### src/rtl/wb_arbiter_if.sv
// Bus bundle for wb_arbiter.
//   slave  : arbiter view (consumes pipeline/long-latency/issue/check inputs,
//            drives lu_ready, busy checks, register-file write port, fifo_count)
//   master : environment view (mirror of slave)
interface wb_arbiter_if #(
    parameter int unsigned DEPTH = 4
);
    localparam int unsigned CW = $clog2(DEPTH) + 1;

    logic          pipe_wb_en;
    logic [4:0]    pipe_wb_addr;
    logic [31:0]   pipe_wb_data;
    logic          lu_valid;
    logic          lu_ready;
    logic [4:0]    lu_addr;
    logic [31:0]   lu_data;
    logic          iss_valid;
    logic [4:0]    iss_addr;
    logic [4:0]    chk_addr1;
    logic [4:0]    chk_addr2;
    logic          chk_busy1;
    logic          chk_busy2;
    logic          RegWrite;
    logic [4:0]    w_reg_addr;
    logic [31:0]   w_data;
    logic [CW-1:0] fifo_count;

    modport slave (
        input  pipe_wb_en, pipe_wb_addr, pipe_wb_data,
        input  lu_valid, lu_addr, lu_data,
        output lu_ready,
        input  iss_valid, iss_addr,
        input  chk_addr1, chk_addr2,
        output chk_busy1, chk_busy2,
        output RegWrite, w_reg_addr, w_data,
        output fifo_count
    );

    modport master (
        output pipe_wb_en, pipe_wb_addr, pipe_wb_data,
        output lu_valid, lu_addr, lu_data,
        input  lu_ready,
        output iss_valid, iss_addr,
        output chk_addr1, chk_addr2,
        input  chk_busy1, chk_busy2,
        input  RegWrite, w_reg_addr, w_data,
        input  fifo_count
    );
endinterface

### src/rtl/wb_arbiter.sv
// Write-back arbiter owning the integer register file's single write port.
// Pipeline write-back has fixed priority; long-latency results are accepted
// on a valid/ready handshake into a DEPTH-entry FIFO and drained whenever the
// pipeline is not writing. A 32-bit busy scoreboard tracks destinations of
// issued long-latency ops until their result is written.
// Ports:
//   clk   : clock
//   reset : asynchronous active-high reset
//   bus   : wb_arbiter_if.slave (pipeline wb, lu handshake, issue, busy
//           checks, register-file write port, fifo_count)
module wb_arbiter #(
    parameter int unsigned DEPTH = 4
) (
    input  logic         clk,
    input  logic         reset,
    wb_arbiter_if.slave  bus
);
    localparam int unsigned AW = $clog2(DEPTH);
    localparam int unsigned CW = AW + 1;

    logic [4:0]    addr_mem_q [DEPTH];
    logic [31:0]   data_mem_q [DEPTH];
    logic [AW-1:0] head_q, head_d;
    logic [AW-1:0] tail_q, tail_d;
    logic [CW-1:0] count_q, count_d;
    logic [31:0]   busy_q, busy_d;

    logic          lu_ready;
    logic          fifo_empty;
    logic          pipe_sel;
    logic          push;
    logic          pop;
    logic [4:0]    head_addr;
    logic [31:0]   head_data;

    assign lu_ready   = (count_q < CW'(DEPTH));
    assign fifo_empty = (count_q == '0);
    assign pipe_sel   = bus.pipe_wb_en && (bus.pipe_wb_addr != 5'd0);
    // Address-0 results are handshaken but dropped, never stored.
    assign push       = bus.lu_valid && lu_ready && (bus.lu_addr != 5'd0);
    assign pop        = !fifo_empty && !pipe_sel;
    assign head_addr  = addr_mem_q[head_q];
    assign head_data  = data_mem_q[head_q];

    // Storage needs no reset: it is only read while count_q says it is valid.
    always_ff @(posedge clk) begin
        if (push) begin
            addr_mem_q[tail_q] <= bus.lu_addr;
            data_mem_q[tail_q] <= bus.lu_data;
        end
    end

    always_comb begin
        head_d  = head_q;
        tail_d  = tail_q;
        count_d = count_q;
        if (push) begin
            tail_d = tail_q + AW'(1);
        end
        if (pop) begin
            head_d = head_q + AW'(1);
        end
        case ({push, pop})
            2'b10:   count_d = count_q + CW'(1);
            2'b01:   count_d = count_q - CW'(1);
            default: count_d = count_q;
        endcase
    end

    // Clear first, then set, so an issue to the popping register keeps it busy.
    always_comb begin
        busy_d = busy_q;
        if (pop) begin
            busy_d[head_addr] = 1'b0;
        end
        if (bus.iss_valid && (bus.iss_addr != 5'd0)) begin
            busy_d[bus.iss_addr] = 1'b1;
        end
        busy_d[0] = 1'b0;
    end

    always_ff @(posedge clk or posedge reset) begin
        if (reset) begin
            head_q  <= '0;
            tail_q  <= '0;
            count_q <= '0;
            busy_q  <= '0;
        end else begin
            head_q  <= head_d;
            tail_q  <= tail_d;
            count_q <= count_d;
            busy_q  <= busy_d;
        end
    end

    always_comb begin
        bus.RegWrite   = 1'b0;
        bus.w_reg_addr = '0;
        bus.w_data     = '0;
        if (pipe_sel) begin
            bus.RegWrite   = 1'b1;
            bus.w_reg_addr = bus.pipe_wb_addr;
            bus.w_data     = bus.pipe_wb_data;
        end else if (!fifo_empty) begin
            bus.RegWrite   = 1'b1;
            bus.w_reg_addr = head_addr;
            bus.w_data     = head_data;
        end
    end

    assign bus.lu_ready   = lu_ready;
    assign bus.fifo_count = count_q;
    assign bus.chk_busy1  = busy_q[bus.chk_addr1];
    assign bus.chk_busy2  = busy_q[bus.chk_addr2];

endmodule
### src/flat_wrapper.sv
// flat-port wrapper written by rule: the top's interface ports become plain ports
module wb_arbiter_flat 
#(
    parameter int unsigned DEPTH = 4
)
  (clk, reset, bus_pipe_wb_en, bus_pipe_wb_addr, bus_pipe_wb_data, bus_lu_valid, bus_lu_addr, bus_lu_data, bus_lu_ready, bus_iss_valid, bus_iss_addr, bus_chk_addr1, bus_chk_addr2, bus_chk_busy1, bus_chk_busy2, bus_RegWrite, bus_w_reg_addr, bus_w_data, bus_fifo_count);
  wb_arbiter_if #(.DEPTH(DEPTH)) bus_i ();
  input  logic clk;
  input  logic reset;
  input wire logic [$bits(bus_i.pipe_wb_en)-1:0] bus_pipe_wb_en;
  input wire logic [$bits(bus_i.pipe_wb_addr)-1:0] bus_pipe_wb_addr;
  input wire logic [$bits(bus_i.pipe_wb_data)-1:0] bus_pipe_wb_data;
  input wire logic [$bits(bus_i.lu_valid)-1:0] bus_lu_valid;
  input wire logic [$bits(bus_i.lu_addr)-1:0] bus_lu_addr;
  input wire logic [$bits(bus_i.lu_data)-1:0] bus_lu_data;
  output wire logic [$bits(bus_i.lu_ready)-1:0] bus_lu_ready;
  input wire logic [$bits(bus_i.iss_valid)-1:0] bus_iss_valid;
  input wire logic [$bits(bus_i.iss_addr)-1:0] bus_iss_addr;
  input wire logic [$bits(bus_i.chk_addr1)-1:0] bus_chk_addr1;
  input wire logic [$bits(bus_i.chk_addr2)-1:0] bus_chk_addr2;
  output wire logic [$bits(bus_i.chk_busy1)-1:0] bus_chk_busy1;
  output wire logic [$bits(bus_i.chk_busy2)-1:0] bus_chk_busy2;
  output wire logic [$bits(bus_i.RegWrite)-1:0] bus_RegWrite;
  output wire logic [$bits(bus_i.w_reg_addr)-1:0] bus_w_reg_addr;
  output wire logic [$bits(bus_i.w_data)-1:0] bus_w_data;
  output wire logic [$bits(bus_i.fifo_count)-1:0] bus_fifo_count;
  assign bus_i.pipe_wb_en = bus_pipe_wb_en;
  assign bus_i.pipe_wb_addr = bus_pipe_wb_addr;
  assign bus_i.pipe_wb_data = bus_pipe_wb_data;
  assign bus_i.lu_valid = bus_lu_valid;
  assign bus_i.lu_addr = bus_lu_addr;
  assign bus_i.lu_data = bus_lu_data;
  assign bus_lu_ready = bus_i.lu_ready;
  assign bus_i.iss_valid = bus_iss_valid;
  assign bus_i.iss_addr = bus_iss_addr;
  assign bus_i.chk_addr1 = bus_chk_addr1;
  assign bus_i.chk_addr2 = bus_chk_addr2;
  assign bus_chk_busy1 = bus_i.chk_busy1;
  assign bus_chk_busy2 = bus_i.chk_busy2;
  assign bus_RegWrite = bus_i.RegWrite;
  assign bus_w_reg_addr = bus_i.w_reg_addr;
  assign bus_w_data = bus_i.w_data;
  assign bus_fifo_count = bus_i.fifo_count;
  wb_arbiter #(.DEPTH(DEPTH)) u_core (.clk(clk), .reset(reset), .bus(bus_i));
endmodule
### config.mk
export PLATFORM = sky130hd
export DESIGN_NAME = wb_arbiter_flat
export DESIGN_NICKNAME = d
export VERILOG_FILES = /design/src/rtl/wb_arbiter_if.sv /design/src/rtl/wb_arbiter.sv /design/src/flat_wrapper.sv
export SDC_FILE = /design/constraint.sdc
export NUM_CORES = 1
export LEC_CHECK = 0
export ABC_AREA = 1
export ABC_CLOCK_PERIOD_IN_PS = 4500
export CORE_ASPECT_RATIO = 1.1
export CORE_MARGIN = 10
export CORE_UTILIZATION = 50
export DETAILED_ROUTE_END_ITERATION = 7
export DONT_BUFFER_PORTS = 1
export GPL_TIMING_DRIVEN = 0
export PLACE_DENSITY = 0.73
export SYNTH_ARGS = -nofsm -noshare
export SYNTH_HDL_FRONTEND = slang
export SYNTH_SLANG_ARGS = --single-unit
### constraint.sdc
create_clock -name clk -period 4.5 [get_ports clk]
set_input_delay 0.9 -clock clk [delete_from_list [all_inputs] [get_ports clk]]
set_output_delay 0.9 -clock clk [all_outputs]
set_load 0.05 [all_outputs]
==> impl_results.rst, run 1 <==
.. list-table::
   :header-rows: 1

   * - Metric
     - Value
   * - Hold violation count in the final report
     - 0
   * - Final design area excluding fillers
     - 9660 um^2
   * - Detailed router's first-iteration violation count
     - 560
   * - Sequential cell area
     - 5400 um^2
   * - Die Outline Area
     - 23000 um^2
   * - Share of the cycle needed by the critical path after routing
     - 0.920
   * - Depth of the CTS H-tree
     - 4
   * - Depth of the most critical reg-to-reg path
     - 11
   * - Dpl hpwl
     - 15300 um
   * - Number of violations of the max-capacitance limit
     - 0
   * - Synth Instances
     - 902
   * - Port Buf Inserts
     - 0
   * - Filler cell count in the final layout
     - 1470
   * - Number of global-route vias before repair
     - 6200
   * - Critical path required time
     - 3600 ps
   * - Average footprint of a synthesized cell
     - 9.61 um^2
   * - Setup violators final
     - 0
   * - Global-route wire length before repair
     - 33800 um
   * - Static leakage
     - 3.81 nW
   * - GRT Resource Usage Total
     - 0.188
   * - Clock net sink count
     - 186
   * - Yosys Warn Count
     - 0
   * - Antenna violation net count after detailed routing
     - 0
   * - Launch point of the critical path
     - u_core.bus.fifo_count[2]
   * - Minimum clock period
     - 4140 ps
   * - Maximum number of pins on one net before global-route repair
     - 39
   * - CTS tree
     - yes
   * - Die Span X
     - 146 um
   * - DIE HEIGHT
     - 158 um
   * - Reg2reg start
     - u_core.bus.fifo_count[2]
   * - Antenna violations before repair
     - 0
   * - Overall via count from detail_route
     - 6389
   * - Tightest hold margin
     - 487 ps
   * - Via density
     - 5.45
   * - Worst Hold Path EP
     - u_core.busy_q[2]
   * - Post-Syn Nets
     - 1002
   * - Routed wirelength normalized by instance count
     - 18.6 um
   * - Diode count
     - 0
   * - Total CTS buffers
     - 17
   * - Area after DPL
     - 9090 um^2
   * - Post-CTS Hold Buffers
     - 0
   * - Count of distinct cell types in the synthesized netlist
     - 30
   * - Pre-Repair DR Iteration Count
     - 5
   * - Critical R2R Capture
     - u_core.bus.fifo_count[2]
   * - Number of instances on the worst hold path
     - 2
   * - DRC violation count after routing
     - 0
   * - I/O pins
     - 138
   * - Post-layout util
     - 0.568
   * - Unrepaired setup endpoints after global routing
     - false
   * - Area of the mapped netlist
     - 8660 um^2
   * - Master cell of the clock root buffer
     - sky130_fd_sc_hd__clkbuf_16
   * - Worst Setup End Kind
     - primary output
   * - Slack of the worst reg-to-reg path
     - 1150 ps
   * - HP Start
     - u_core.busy_q[2]
   * - Clock-pin transition on the worst setup and hold timing paths
     - 70 ps
   * - Overflow left after global routing
     - 0
   * - Worst hold-check path type
     - flip-flop to flip-flop
   * - Arrival time of the worst setup path
     - 3240 ps
   * - Setup Slack @ Placement
     - 805 ps
   * - Power per cell area
     - 672 nW/um^2
   * - Pins over their slew limit
     - 0
   * - Relative area change from synthesis to final layout
     - 11.5%
   * - NumNets Final
     - 1025
   * - Initial core utilization
     - 0.509
   * - Worst supply voltage drop on vdd
     - 0.000365 V
   * - Post-route clock skew
     - 11.1 ps
   * - Worst max-slew margin expressed relative to the limit
     - 0.190
   * - Register area share after synthesis
     - 0.623
   * - Sum of internal, switching and leakage power
     - 6.49 mW
   * - Deepest clock path buffer count
     - 2
   * - Element type at the critical path start
     - flip-flop
   * - Footprint of the multi-input gates
     - 2910 um^2
   * - Total wirelength of the detailed-routed design
     - 21800 um
   * - Core outline area
     - 17000 um^2
   * - Layout cells sized above 1
     - 0.101
   * - Post-CTS Setup Inserts
     - 0
   * - Number of placement rows
     - 50
   * - Peak clock frequency supported by timing
     - 242 MHz
   * - Run status
     - finished, final reports clean
   * - Peak fanout along the critical path
     - 5
   * - Final worst slack
     - 361 ps
   * - RD Place Congestion
     - 0.920
   * - Worst setup path category
     - flip-flop to primary output
   * - Post-synthesis sequential element count
     - 186
   * - Worst slew pin tran
     - 1230 ps
   * - Clock network latency to the later pin of the worst-skew pair
     - 440 ps
   * - Count of cells resized by post-cts repair
     - 0
-- synth_stat cells, drive strengths merged --
library cell  instances  area share
nand2               311        0.14
edfxtp              148        0.51
nand3               103       0.063
nor2                 87       0.046
o21ai                68       0.039
inv                  46       0.020
dfrtp                38        0.11
o22ai                33       0.024
buf                  23       0.016
clkbuf               19      0.0082
nor3                 12      0.0069
ha                    5      0.0072
xor2                  3      0.0030
a21oi                 2      0.0012
clkinv                1     0.00043
fa                    1      0.0023
nand4                 1     0.00072
xnor2                 1      0.0010
-- worst max path at each step --
stage / to / cells past startpoint
floorplan: bus_w_reg_addr[2] / 4
global route: bus_w_reg_addr[4] / 4
detailed placement: bus_w_reg_addr[4] / 4
global placement: u_core.data_mem_q[0][5] / 4
finish: bus_w_reg_addr[4] / 4
CTS: bus_w_reg_addr[4] / 4
-- critical path: stages (launching register included) --
cell and delay, ps:
sky130_fd_sc_hd__dfrtp_1 640, sky130_fd_sc_hd__clkinv_1 590, sky130_fd_sc_hd__nand3_1 450, sky130_fd_sc_hd__nand2_2 170
sky130_fd_sc_hd__o22ai_1 950
-- cells by family (layout without fill, tap and decap cells) --
family,count (synthesis),after routing,share of synthesized area
adder cells (fa/ha/maj),6,6,0.00953
XOR/XNOR,4,4,0.00404
AO/OA/AOI/OAI,103,103,0.0643
flip-flops,186,186,0.623
AND/OR/NAND/NOR,514,514,0.255
buffers and inverters,89,125,0.0449
-- metal layers --
metal	up-vias	wire length (um)	part of all wire	global-route usage
met2	224	11300	0.52	0.332
met5	-	0	0	0
li1	3104	-	-	-
met3	31	1760	0.081	0.0514
met1	3030	8440	0.39	0.218
met4	0	372	0.017	0.0621
-- power breakdown --
part	switching, mW	internal [mW]
sequential	0.242	2.22
clock	0.663	0.778
combinational	1.94	0.658
total	2.84	3.65
-- state kept, by name (all words and copies together), names as in the netlist --
name / count
u_core.bus.fifo_count: 3
u_core.head_q: 2
u_core.busy_q: 31
u_core.data_mem_q: 128
u_core.tail_q: 2
u_core.addr_mem_q: 20
-- metrics by stage --
| step | TNS [ps] | cells |
|---|---|---|
| 2_1_floorplan | 0 | 902 |
| 6_report | 0 | 1172 |
| 5_1_grt | 0 | 1172 |
| 3_5_place_dp | 0 | 1140 |
| 3_3_place_gp | -12660 | 1136 |
| 4_1_cts | 0 | 1172 |
-- final cells by class --
class / instances / area share
inverter: 47 / 0.0185
clock inverter: 13 / 0.0140
multi-input combinational: 627 / 0.301
buffer: 42 / 0.0218
timing repair buffer: 4 / 0.0106
clock buffer: 19 / 0.0448
sequential: 186 / 0.559
tap: 234 / 0.0303
-- layout by cell type (no fill, tap or decap) --
master,netlist,routed
sky130_fd_sc_hd__nand2_1,300,300
sky130_fd_sc_hd__edfxtp_1,148,148
sky130_fd_sc_hd__nand3_1,99,99
sky130_fd_sc_hd__nor2_1,75,71
sky130_fd_sc_hd__o21ai_0,45,43
sky130_fd_sc_hd__dfrtp_1,38,38
sky130_fd_sc_hd__inv_1,38,37
sky130_fd_sc_hd__o22ai_1,33,33
sky130_fd_sc_hd__o21ai_1,23,25
sky130_fd_sc_hd__clkbuf_1,19,21
sky130_fd_sc_hd__clkbuf_16,0,17
sky130_fd_sc_hd__buf_2,15,15
sky130_fd_sc_hd__nor3_1,12,12
sky130_fd_sc_hd__nor2_4,8,12
sky130_fd_sc_hd__nand2_2,10,10
sky130_fd_sc_hd__inv_2,7,8
sky130_fd_sc_hd__buf_4,5,5
sky130_fd_sc_hd__ha_1,5,5
sky130_fd_sc_hd__nor2_2,4,4
sky130_fd_sc_hd__inv_6,0,4
sky130_fd_sc_hd__nand3_2,3,3
sky130_fd_sc_hd__xor2_1,3,3
sky130_fd_sc_hd__clkinvlp_4,0,3
sky130_fd_sc_hd__buf_16,0,3
sky130_fd_sc_hd__clkinv_1,1,2
sky130_fd_sc_hd__buf_6,2,2
sky130_fd_sc_hd__a21oi_1,2,2
sky130_fd_sc_hd__inv_8,0,2
sky130_fd_sc_hd__buf_1,1,1
sky130_fd_sc_hd__nand2_4,1,1
sky130_fd_sc_hd__nand3_4,1,1
sky130_fd_sc_hd__inv_4,1,1
sky130_fd_sc_hd__nand4_1,1,1
sky130_fd_sc_hd__xnor2_1,1,1
sky130_fd_sc_hd__fa_1,1,1
sky130_fd_sc_hd__clkinv_8,0,1
sky130_fd_sc_hd__bufinv_16,0,1
sky130_fd_sc_hd__clkinv_2,0,1
sky130_fd_sc_hd__buf_12,0,1
(Power assumes the default switching activity.)
==> run 2, diff against run 1 <==
--- a/config.mk
+++ b/config.mk
@@ -7,13 +7,14 @@
 export LEC_CHECK = 0
 export ABC_AREA = 1
 export ABC_CLOCK_PERIOD_IN_PS = 4500
+export CAP_MARGIN = 20
 export CORE_ASPECT_RATIO = 1.1
 export CORE_MARGIN = 10
-export CORE_UTILIZATION = 50
+export CORE_UTILIZATION = 68
 export DETAILED_ROUTE_END_ITERATION = 7
 export DONT_BUFFER_PORTS = 1
 export GPL_TIMING_DRIVEN = 0
-export PLACE_DENSITY = 0.73
+export PLACE_DENSITY = 0.92
 export SYNTH_ARGS = -nofsm -noshare
 export SYNTH_HDL_FRONTEND = slang
 export SYNTH_SLANG_ARGS = --single-unit
==> impl_results.rst, run 2 (same netlist as run 1, synthesis figures left out) <==
.. list-table::
   :header-rows: 1

   * - Metric
     - Value
   * - Run status
     - finished, final reports clean (unchanged)
   * - Antenna violations before repair
     - 0 (unchanged)
   * - Proportion of total power due to net switching
     - 0.445 (was 0.437)
   * - Power per cell area
     - 687 nW/um^2 (was 672 nW/um^2)
   * - Maximum number of pins on one net before global-route repair
     - 39 (unchanged)
   * - Unrepaired setup endpoints after global routing
     - false (unchanged)
   * - Internal power
     - 3.64 mW (was 3.65 mW)
   * - Largest register by flop count
     - u_core.data_mem_q (unchanged)
   * - Worst setup path category
     - flip-flop to primary output (unchanged)
   * - Routed wirelength normalized by instance count
     - 21.3 um (was 18.6 um)
   * - Total wirelength of the detailed-routed design
     - 23300 um (was 21800 um)
   * - Depth of the most critical reg-to-reg path
     - 11 (unchanged)
   * - Setup Slack @ Placement
     - 850 ps (was 805 ps)
   * - Core outline area
     - 12500 um^2 (was 17000 um^2)
   * - Post-Route Setup TNS
     - 0 ps (unchanged)
   * - Clock group share of total power
     - 0.214 (was 0.222)
   * - Worst max-slew margin expressed relative to the limit
     - 0.225 (was 0.190)
   * - Global-route wire length before repair
     - 35400 um (was 33800 um)
   * - Minimum clock period
     - 4080 ps (was 4140 ps)
   * - Pins over their slew limit
     - 0 (unchanged)
   * - Die Span X
     - 128 um (was 146 um)
   * - Peak clock frequency supported by timing
     - 245 MHz (was 242 MHz)
   * - Part of the power in combinational logic
     - 0.409 (was 0.399)
   * - Die Outline Area
     - 17700 um^2 (was 23000 um^2)
   * - Dpl hpwl
     - 15300 um (about the same)
   * - End point of the critical path
     - bus_w_reg_addr[4] (unchanged)
   * - Worst Setup End Kind
     - primary output (unchanged)
   * - RD Place Congestion
     - 0.961 (was 0.920)
   * - Hold violation count in the final report
     - 0 (unchanged)
   * - Filler cell count in the final layout
     - 743 (was 1470)
   * - Total CTS buffers
     - 17 (unchanged)
   * - DIE HEIGHT
     - 138 um (was 158 um)
   * - Element type at the critical path start
     - flip-flop (unchanged)
   * - Clock net sink count
     - 186 (unchanged)
   * - Launch point of the critical path
     - u_core.bus.fifo_count[2] (unchanged)
   * - Share of total power in sequential cells
     - 0.377 (was 0.379)
   * - Setup violators final
     - 0 (unchanged)
   * - Worst slew pin tran
     - 1180 ps (was 1230 ps)
   * - NumNets Final
     - 1025 (unchanged)
   * - Layout cells sized above 1
     - 0.101 (about the same)
   * - Critical R2R Capture
     - u_core.bus.fifo_count[2] (unchanged)
   * - Clock network latency to the later pin of the worst-skew pair
     - 440 ps (about the same)
   * - Overall via count from detail_route
     - 6871 (was 6389)
   * - Share of the cycle needed by the critical path after routing
     - 0.907 (was 0.920)
   * - Diode count
     - 0 (unchanged)
   * - Arrival time of the worst setup path
     - 3180 ps (was 3240 ps)
   * - Depth of the CTS H-tree
     - 4 (unchanged)
   * - Total net switching power
     - 2.91 mW (was 2.84 mW)
   * - Final worst slack
     - 418 ps (was 361 ps)
   * - Post-CTS Setup Inserts
     - 0 (unchanged)
   * - Peak fanout along the critical path
     - 5 (unchanged)
   * - Number of placement rows
     - 43 (was 50)
   * - CTS tree
     - yes (unchanged)
   * - Commonest non-fill, non-tap cell in the layout
     - sky130_fd_sc_hd__nand2_1 (unchanged)
   * - Number of violations of the max-capacitance limit
     - 0 (unchanged)
   * - Via density
     - 6.28 (was 5.45)
   * - Number of global-route vias before repair
     - 6777 (was 6200)
   * - Relative area change from synthesis to final layout
     - 10.1% (was 11.5%)
   * - Largest registers ranked by flip-flop count
     - u_core.data_mem_q x128, u_core.busy_q x31, u_core.addr_mem_q x20 (unchanged)
   * - Critical path required time
     - 3600 ps (about the same)
   * - Port Buf Inserts
     - 0 (unchanged)
   * - GRT Resource Usage Total
     - 0.257 (was 0.188)
   * - Post-route clock skew
     - 6.94 ps (was 11.1 ps)
   * - Detailed router's first-iteration violation count
     - 793 (was 560)
   * - Initial core utilization
     - 0.691 (was 0.509)
   * - I/O pins
     - 138 (unchanged)
   * - Number of flip-flops in the largest register
     - 128 (unchanged)
   * - Overflow left after global routing
     - 0 (unchanged)
   * - Count of cells resized by post-cts repair
     - 0 (unchanged)
   * - Post-CTS Hold Buffers
     - 0 (unchanged)
   * - Static leakage
     - 3.80 nW (was 3.81 nW)
   * - Commonest cells after routing, fill and taps aside
     - 300 x sky130_fd_sc_hd__nand2_1, 148 x sky130_fd_sc_hd__edfxtp_1, 99 x sky130_fd_sc_hd__nand3_1, 71 x sky130_fd_sc_hd__nor2_1, 43 x sky130_fd_sc_hd__o21ai_0 (unchanged)
   * - Tightest hold margin
     - 476 ps (was 487 ps)
   * - Reg2reg start
     - u_core.bus.fifo_count[2] (unchanged)
   * - Worst hold-check path type
     - flip-flop to flip-flop (unchanged)
   * - Slack of the worst reg-to-reg path
     - 1120 ps (was 1150 ps)
   * - Worst supply voltage drop on vdd
     - 0.000406 V (was 0.000365 V)
   * - Master cell of the clock root buffer
     - sky130_fd_sc_hd__clkbuf_16 (unchanged)
   * - Pre-Repair DR Iteration Count
     - 7 (was 5)
   * - DRC violation count after routing
     - 0 (unchanged)
   * - Deepest clock path buffer count
     - 2 (unchanged)
   * - Antenna violation net count after detailed routing
     - 0 (unchanged)
   * - Clock-pin transition on the worst setup and hold timing paths
     - 70 ps (about the same)
-- run 2: how the worst min path moves through the flow --
stage                          start          endpoint  slack (ps)  cells past startpoint
floorplan           u_core.busy_q[2]  u_core.busy_q[2]         440                      2
global placement    u_core.busy_q[2]  u_core.busy_q[2]         460                      2
detailed placement  u_core.busy_q[4]  u_core.busy_q[4]         470                      2
CTS                 u_core.busy_q[4]  u_core.busy_q[4]         480                      2
global route        u_core.busy_q[4]  u_core.busy_q[4]         510                      2
finish              u_core.busy_q[3]  u_core.busy_q[3]         480                      2
-- run 2: cell type report --
| type | count | area, um^2 | area share |
|---|---|---|---|
| Buffer | 42 | 210 | 0.0220 |
| Clock buffer | 18 | 429 | 0.0450 |
| Clock inverter | 13 | 120 | 0.0126 |
| Inverter | 47 | 179 | 0.0188 |
| Multi-Input combinational cell | 627 | 2910 | 0.305 |
| Sequential cell | 186 | 5400 | 0.566 |
| Tap cell | 157 | 196 | 0.0206 |
| Timing Repair Buffer | 4 | 95.1 | 0.00997 |
-- run 2: power by group through the flow --
stage | clock [mW] | sequential (mW) | combinational (mW)
3_5_place_dp | 0 | 2.49 | 2.58
2_1_floorplan | 0 | 2.43 | 2.02
3_3_place_gp | 0 | 2.49 | 2.44
4_1_cts | 1.39 | 2.46 | 2.65
5_1_grt | 1.47 | 2.49 | 2.89
6_report | 1.40 | 2.47 | 2.68
-- run 2: per-stage QoR --
step,total power [mW],cells,utilization,area [um^2]
after floorplan,4.45,902,-,8660
after global placement,4.93,1059,0.707,8860
after detailed placement,5.07,1063,0.717,8990
after CTS,6.50,1094,0.761,9540
after global routing,6.86,1094,0.761,9540
final,6.55,1094,0.761,9540
-- run 2: worst max-delay path, stage by stage (launching register included) --
cell,delay (ps)
sky130_fd_sc_hd__dfrtp_1,640
sky130_fd_sc_hd__clkinv_1,580
sky130_fd_sc_hd__nand3_1,450
sky130_fd_sc_hd__nand2_2,160
sky130_fd_sc_hd__o22ai_1,910
-- run 2: per-layer routing --
metal | GRT usage | wire length [um] | vias to the layer above | share of wire
met5 | 0 | 0 | - | 0
met4 | 0.114 | 813 | 0 | 0.035
met3 | 0.0815 | 2680 | 81 | 0.11
met2 | 0.424 | 11800 | 484 | 0.51
met1 | 0.298 | 8000 | 3199 | 0.34
li1 | - | - | 3107 | -
